## src/rtl/alu_pkg.sv

```systemverilog
// Shared ALU opcode, instruction field positions and issue-controller state encoding.
// Used by the issue controller, the ALU itself and their benches.
package alu_pkg;

  localparam int DATA_W_DEF = 16;
  localparam int IMM_W_DEF  = 6;

  typedef enum logic [2:0] {
    ADD = 3'd0,
    SUB = 3'd1,
    NOT = 3'd2,
    SHL = 3'd3,
    SHR = 3'd4,
    AND = 3'd5,
    OR  = 3'd6,
    SLT = 3'd7
  } alu_op_e;

  localparam int OP_MSB      = 15;
  localparam int OP_LSB      = 13;
  localparam int RD_MSB      = 12;
  localparam int RD_LSB      = 10;
  localparam int RS1_MSB     = 9;
  localparam int RS1_LSB     = 7;
  localparam int IMM_SEL_BIT = 6;
  localparam int RS2_MSB     = 5;
  localparam int RS2_LSB     = 3;
  localparam int IMM_MSB     = 5;
  localparam int IMM_LSB     = 0;

  typedef enum logic [1:0] {
    IDLE  = 2'd0,
    ISSUE = 2'd1,
    RESP  = 2'd2
  } state_e;

endpackage

```

## src/rtl/alu_regfile.sv

```systemverilog
// 8-entry register file: two async read ports, two sync write ports (A beats B), r0 reads zero.
// Writes land on the rising edge; reads return pre-edge contents (no bypass).
module alu_regfile #(
  parameter int DATA_W = 16
) (
  input  logic              clk,
  input  logic              reset,
  input  logic [2:0]        rd_a_addr,
  output logic [DATA_W-1:0] rd_a_data,
  input  logic [2:0]        rd_b_addr,
  output logic [DATA_W-1:0] rd_b_data,
  input  logic              wr_a_en,
  input  logic [2:0]        wr_a_addr,
  input  logic [DATA_W-1:0] wr_a_data,
  input  logic              wr_b_en,
  input  logic [2:0]        wr_b_addr,
  input  logic [DATA_W-1:0] wr_b_data
);

  logic [7:0][DATA_W-1:0] mem_q;
  logic [7:0][DATA_W-1:0] mem_d;

  // Port B is applied first so a same-address port A write overrides it.
  always_comb begin
    mem_d = mem_q;
    if (wr_b_en) mem_d[wr_b_addr] = wr_b_data;
    if (wr_a_en) mem_d[wr_a_addr] = wr_a_data;
    mem_d[0] = '0;
  end

  always_ff @(posedge clk) begin
    if (reset) mem_q <= '0;
    else       mem_q <= mem_d;
  end

  assign rd_a_data = mem_q[rd_a_addr];
  assign rd_b_data = mem_q[rd_b_addr];

endmodule

```

## src/rtl/alu_issue_ctrl.sv

```systemverilog
// ALU issue controller: accept instr, drive registered operands one cycle, write back, present result.
// Accept at T, ALU driven T+1, res_valid at T+2; one instruction in flight, held until res_ready.
module alu_issue_ctrl
  import alu_pkg::*;
#(
  parameter int DATA_W = DATA_W_DEF,
  parameter int IMM_W  = IMM_W_DEF
) (
  input  logic              clk,
  input  logic              reset,
  input  logic              instr_valid,
  output logic              instr_ready,
  input  logic [15:0]       instr,
  input  logic              rf_wr_en,
  input  logic [2:0]        rf_wr_addr,
  input  logic [DATA_W-1:0] rf_wr_data,
  output logic [DATA_W-1:0] alu_in1,
  output logic [DATA_W-1:0] alu_in2,
  output logic [2:0]        ALU_Control,
  input  logic [DATA_W-1:0] ALU_out,
  input  logic              zero_flag,
  output logic              res_valid,
  input  logic              res_ready,
  output logic [DATA_W-1:0] res_data,
  output logic              res_zero,
  output logic [2:0]        res_rd
);

  state_e            state_q, state_d;
  logic [DATA_W-1:0] alu_in1_q, alu_in1_d;
  logic [DATA_W-1:0] alu_in2_q, alu_in2_d;
  alu_op_e           alu_ctrl_q, alu_ctrl_d;
  logic [2:0]        rd_q, rd_d;
  logic [DATA_W-1:0] res_data_q, res_data_d;
  logic              res_zero_q, res_zero_d;
  logic [2:0]        res_rd_q, res_rd_d;

  logic [DATA_W-1:0] rs1_data;
  logic [DATA_W-1:0] rs2_data;
  logic [DATA_W-1:0] imm_ext;
  logic              accept;
  logic              wb_en;

  assign accept  = (state_q == IDLE) && instr_valid;
  assign wb_en   = (state_q == ISSUE);
  assign imm_ext = {{(DATA_W-IMM_W){1'b0}}, instr[IMM_LSB +: IMM_W]};

  alu_regfile #(
    .DATA_W (DATA_W)
  ) u_regfile (
    .clk       (clk),
    .reset     (reset),
    .rd_a_addr (instr[RS1_MSB:RS1_LSB]),
    .rd_a_data (rs1_data),
    .rd_b_addr (instr[RS2_MSB:RS2_LSB]),
    .rd_b_data (rs2_data),
    .wr_a_en   (wb_en),
    .wr_a_addr (rd_q),
    .wr_a_data (ALU_out),
    .wr_b_en   (rf_wr_en),
    .wr_b_addr (rf_wr_addr),
    .wr_b_data (rf_wr_data)
  );

  always_ff @(posedge clk) begin
    if (reset) state_q <= IDLE;
    else       state_q <= state_d;
  end

  always_comb begin
    state_d = state_q;
    case (state_q)
      IDLE:    if (instr_valid) state_d = ISSUE;
      ISSUE:   state_d = RESP;
      RESP:    if (res_ready) state_d = IDLE;
      default: state_d = IDLE;
    endcase
  end

  always_comb begin
    instr_ready = (state_q == IDLE);
    res_valid   = (state_q == RESP);
  end

  // Operand registers only move on acceptance so the ALU inputs hold between instructions.
  always_comb begin
    alu_in1_d  = alu_in1_q;
    alu_in2_d  = alu_in2_q;
    alu_ctrl_d = alu_ctrl_q;
    rd_d       = rd_q;
    res_data_d = res_data_q;
    res_zero_d = res_zero_q;
    res_rd_d   = res_rd_q;
    if (accept) begin
      alu_in1_d  = rs1_data;
      alu_in2_d  = instr[IMM_SEL_BIT] ? imm_ext : rs2_data;
      alu_ctrl_d = alu_op_e'(instr[OP_MSB:OP_LSB]);
      rd_d       = instr[RD_MSB:RD_LSB];
    end
    if (wb_en) begin
      res_data_d = ALU_out;
      res_zero_d = zero_flag;
      res_rd_d   = rd_q;
    end
  end

  always_ff @(posedge clk) begin
    if (reset) begin
      alu_in1_q  <= '0;
      alu_in2_q  <= '0;
      alu_ctrl_q <= ADD;
      rd_q       <= '0;
      res_data_q <= '0;
      res_zero_q <= 1'b0;
      res_rd_q   <= '0;
    end else begin
      alu_in1_q  <= alu_in1_d;
      alu_in2_q  <= alu_in2_d;
      alu_ctrl_q <= alu_ctrl_d;
      rd_q       <= rd_d;
      res_data_q <= res_data_d;
      res_zero_q <= res_zero_d;
      res_rd_q   <= res_rd_d;
    end
  end

  assign alu_in1     = alu_in1_q;
  assign alu_in2     = alu_in2_q;
  assign ALU_Control = alu_ctrl_q;
  assign res_data    = res_data_q;
  assign res_zero    = res_zero_q;
  assign res_rd      = res_rd_q;

endmodule

```

## config.mk

```make
export PLATFORM = sky130hd
export DESIGN_NAME = alu_issue_ctrl
export DESIGN_NICKNAME = d
export VERILOG_FILES = /design/src/rtl/alu_pkg.sv /design/src/rtl/alu_regfile.sv /design/src/rtl/alu_issue_ctrl.sv
export SDC_FILE = /design/constraint.sdc
export NUM_CORES = 1
export LEC_CHECK = 0
export ABC_CLOCK_PERIOD_IN_PS = 4400
export CAP_MARGIN = 20
export CORE_UTILIZATION = 60
export CTS_BUF_LIST = sky130_fd_sc_hd__clkbuf_2 sky130_fd_sc_hd__clkbuf_4 sky130_fd_sc_hd__clkbuf_8
export DETAILED_ROUTE_END_ITERATION = 6
export PLACE_DENSITY = 0.94
export SKIP_LAST_GASP = 1
export SYNTH_ARGS = -nofsm -noshare
export SYNTH_HDL_FRONTEND = slang
export SYNTH_SLANG_ARGS = --single-unit
```

## constraint.sdc

```tcl
create_clock -name clk -period 4.4 [get_ports clk]
set_input_delay 0.88 -clock clk [delete_from_list [all_inputs] [get_ports clk]]
set_output_delay 0.88 -clock clk [all_outputs]
set_load 0.1 [all_outputs]
```

==> Implementation_results.wiki <==
{| class="wikitable"
! Metric !! Value
|-
| Status || complete, no violations
|-
| Sequential share of power || 46.6%
|-
| Clk buf depth || 2
|-
| Count of cell types in the netlist || 48
|-
| Global-route wire length before repair || 41200 um
|-
| Max-slew violation total from the final report || 0
|-
| Power per unit of standard cell area || 342 nW/um^2
|-
| Required time at the worst-slack endpoint || 3520 ps
|-
| Avg Vias per Cell || 6.87
|-
| Max Clk Rate || 309 MHz
|-
| Worst-Margin Slew || 1010 ps
|-
| Ratio of final minimum period to clock period || 73.6%
|-
| Number of placement rows || 44
|-
| Number of nets in the synthesized netlist || 1031
|-
| Type of the worst setup path || reg -> out
|-
| IO Pins || 114
|-
| Post-Layout Inst Area || 10500 um^2
|-
| Area fraction of the dominant cell type after synthesis || 38.5%
|-
| Core Footprint || 14500 um^2
|-
| Initial antenna violation count || 0
|-
| Clock latency of the later-clocked register in the worst-skew pair || 470 ps
|-
| DRC errors left || 0
|-
| Die Footprint || 15400 um^2
|-
| Period minus WS final || 3240 ps
|-
| TritonCTS clock tree || built
|-
| # clock sinks || 172
|-
| Unrepaired setup endpoints after global routing || no
|-
| Met1 routing resource usage after global routing || 47.6%
|-
| Vertical die dimension || 124 um
|-
| Total setup buffers inserted after CTS || 0
|-
| Internal power || 2.49 mW
|-
| Clock share of power || 34.6%
|-
| Crit-path slowest cell || clkdlybuf4s50_1
|-
| Largest stage delay on the critical path || 1160 ps
|-
| Die Wd || 124 um
|-
| Area growth from synthesis to layout || 17.2%
|-
| Routability Congestion || 0.912
|-
| Worst Skew || 8.93 ps
|-
| Commonest register cell after synthesis || dfxtp_1
|-
| Kind of end point of the critical path || primary output
|-
| Area of the mapped netlist || 8940 um^2
|-
| Cell count of the worst reg-to-reg path || 4
|-
| Detailed-route via count || 8417
|-
| Maximum number of pins on one net before global-route repair || 68
|-
| Maximum fanout encountered on the critical timing path || 8
|-
| Post-Synthesis Mean Instance Area || 9.18 um^2
|-
| Routed wirelength normalized by instance count || 22.2 um
|-
| Cell type contributing the most total cell area after synthesis || dfxtp_1
|-
| Sum of net half-perimeters after detailed placement || 17200 um
|-
| Number of filler cells placed in the layout || 1026
|-
| Count of H-tree levels built during CTS || 4
|-
| Count of maximum capacitance violations || 0
|-
| Placed cells || 1192
|-
| Worst hold stages || 2
|-
| Initial DRC count || 1194
|-
| Cell with the most instances after synthesis || dfxtp_1
|-
| Busiest layer in global routing || met2
|-
| Most area-consuming cells after synthesis || dfxtp_1 39%, mux2i_1 17%, a211oi_1 9.7%
|-
| Number of synthesized register bits || 172
|-
| Number of flops mapped to enable cells by yosys || 0
|-
| Global routing met2 resource utilization || 52.0%
|-
| Routed Antenna Nets || 0
|-
| ANT cells || 0
|-
| Most common library cells after synthesis || 172 x dfxtp_1, 155 x nor2_1, 152 x mux2i_1, 115 x a211oi_1, 70 x nand2_1
|-
| Share of final-layout standard cells stronger than drive strength 1 || 9.99%
|-
| Buffers & Inverters on Critical Path || 1
|-
| Psw || 1.09 mW
|-
| Largest vdd supply drop || 216 uV
|-
| Overflow left after global routing || 0
|-
| Rel. slew slack || 32.4%
|-
| IO Port Bufs || 113
|-
| Global Route met3 Usage || 9.94%
|-
| 1st-pass router iterations || 6
|-
| Cell at the root of the clock tree || clkbuf_8
|-
| Number of cells in the finished layout apart from fillers || 1225
|-
| Total detailed-routing wirelength || 27200 um
|-
| Nets || 1085
|-
| Share of the yosys chip area belonging to registers || 38.5%
|-
| Cells after Synth || 974
|-
| Number of buffers inserted during clock tree synthesis || 17
|-
| Total Routing Usage GR || 35.6%
|-
| Startpoint class of the critical path || flop
|-
| Async set-reset flop share out of synthesis || 0%
|-
| CTS Hold Buffers Added || 0
|-
| Clock input transition at the sequential cells of the worst setup and hold paths || 80 ps
|-
| Synthesis warning total || 0
|-
| CP Depth || 2
|-
| Combinational share of power || 18.8%
|-
| Initial core utilization || 61.5%
|-
| Proportion of total power due to net switching || 30.4%
|-
| Count of final hold-check violations || 0
|-
| Classification of the worst-slack hold path || reg -> reg
|-
| Area of placed instances || 10000 um^2
|-
| Final-layout setup total negative slack || 0 ps
|-
| Via count of the first global-routing pass || 7728
|-
| Critical path cell sequence || nor2b_1 > clkdlybuf4s50_1
|-
| Cell class contributing the biggest share of worst-path delay || buffers and inverters
|-
| Final setup fails || 0
|-
| Count of cells resized by post-cts repair || 0
|-
| WP data arrival || 2360 ps
|-
| Static Leakage || 4.10 nW
|}
per-stage QoR:
step,utilization [%],hold WS (ps),setup WS (ps),total power [mW]
floorplan,-,462,1530,2.16
global placement,68.7,441,1500,2.35
detailed placement,68.8,445,1360,2.36
CTS,71.9,459,1140,3.56
global route,72.1,467,1080,3.68
finish,72.1,455,1160,3.58
cell usage in the layout (no fill, tap or decap), drive strengths merged, types with 24 or more instances in the layout:
cell type / n
mux2: 24
dfxtp: 172
clkdlybuf4s50: 110
buf: 29
nor2: 155
a211oi: 115
mux2i: 152
a21oi: 32
nand2: 71
worst register-to-register path, delay by kind of cell, from the launching register on:
family	cells	cell delay [ps]
simple gates	3	1180
flops	1	430
compound gates	1	400
layout make-up:
type	count	area (um^2)	area share, %
multi-input combinational	696	4990	47.6
inverter	2	7.51	0.0717
tap	184	230	2.20
sequential	172	3440	32.9
timing repair buffer	139	1370	13.0
clock buffer	20	275	2.63
clock inverter	12	168	1.60
worst paths after layout:
| kind | slack [ps] | from | end |
|---|---|---|---|
| worst max-delay path | 1160 | state_q[1]$_SDFFE_PP0P_ | res_valid |
| worst min-delay path | 450 | res_data[4]$_SDFFE_PP0N_ | res_data[4]$_SDFFE_PP0N_ |
| worst max register to register | 2260 | state_q[0]$_SDFFE_PP0P_ | alu_in2[1]$_SDFFE_PP0P_ |
| worst min register to register | 450 | res_data[4]$_SDFFE_PP0N_ | res_data[4]$_SDFFE_PP0N_ |
cells by family after synthesis:
group,after synthesis,share of synthesized area [%]
AO/OA/AOI/OAI,228,18.2
multiplexers,192,24.1
buffers and inverters,106,5.78
flip-flops,172,38.5
AND/OR/NAND/NOR,276,13.5
power by group through the flow:
stage	clock [mW]	sequential, mW	combinational [mW]
6_report	1.24	1.67	0.674
4_1_cts	1.23	1.66	0.661
3_5_place_dp	0	1.70	0.658
2_1_floorplan	0	1.87	0.286
3_3_place_gp	0	1.70	0.647
5_1_grt	1.30	1.67	0.704
flip-flops by register name, indices dropped and copies added, names as in the netlist:
register and count:
ALU_Control 3, alu_in1 16, alu_in2 16, rd_q 3
res_data 16, res_rd 3, res_zero 1, state_q 2
u_regfile.mem_q 112
layer usage:
layer,vias up,wire [um]
met5,-,0
met4,0,1230
met3,130,3620
met2,689,11600
met1,3927,10800
li1,3671,-
Power figures use the tool's default switching activity.
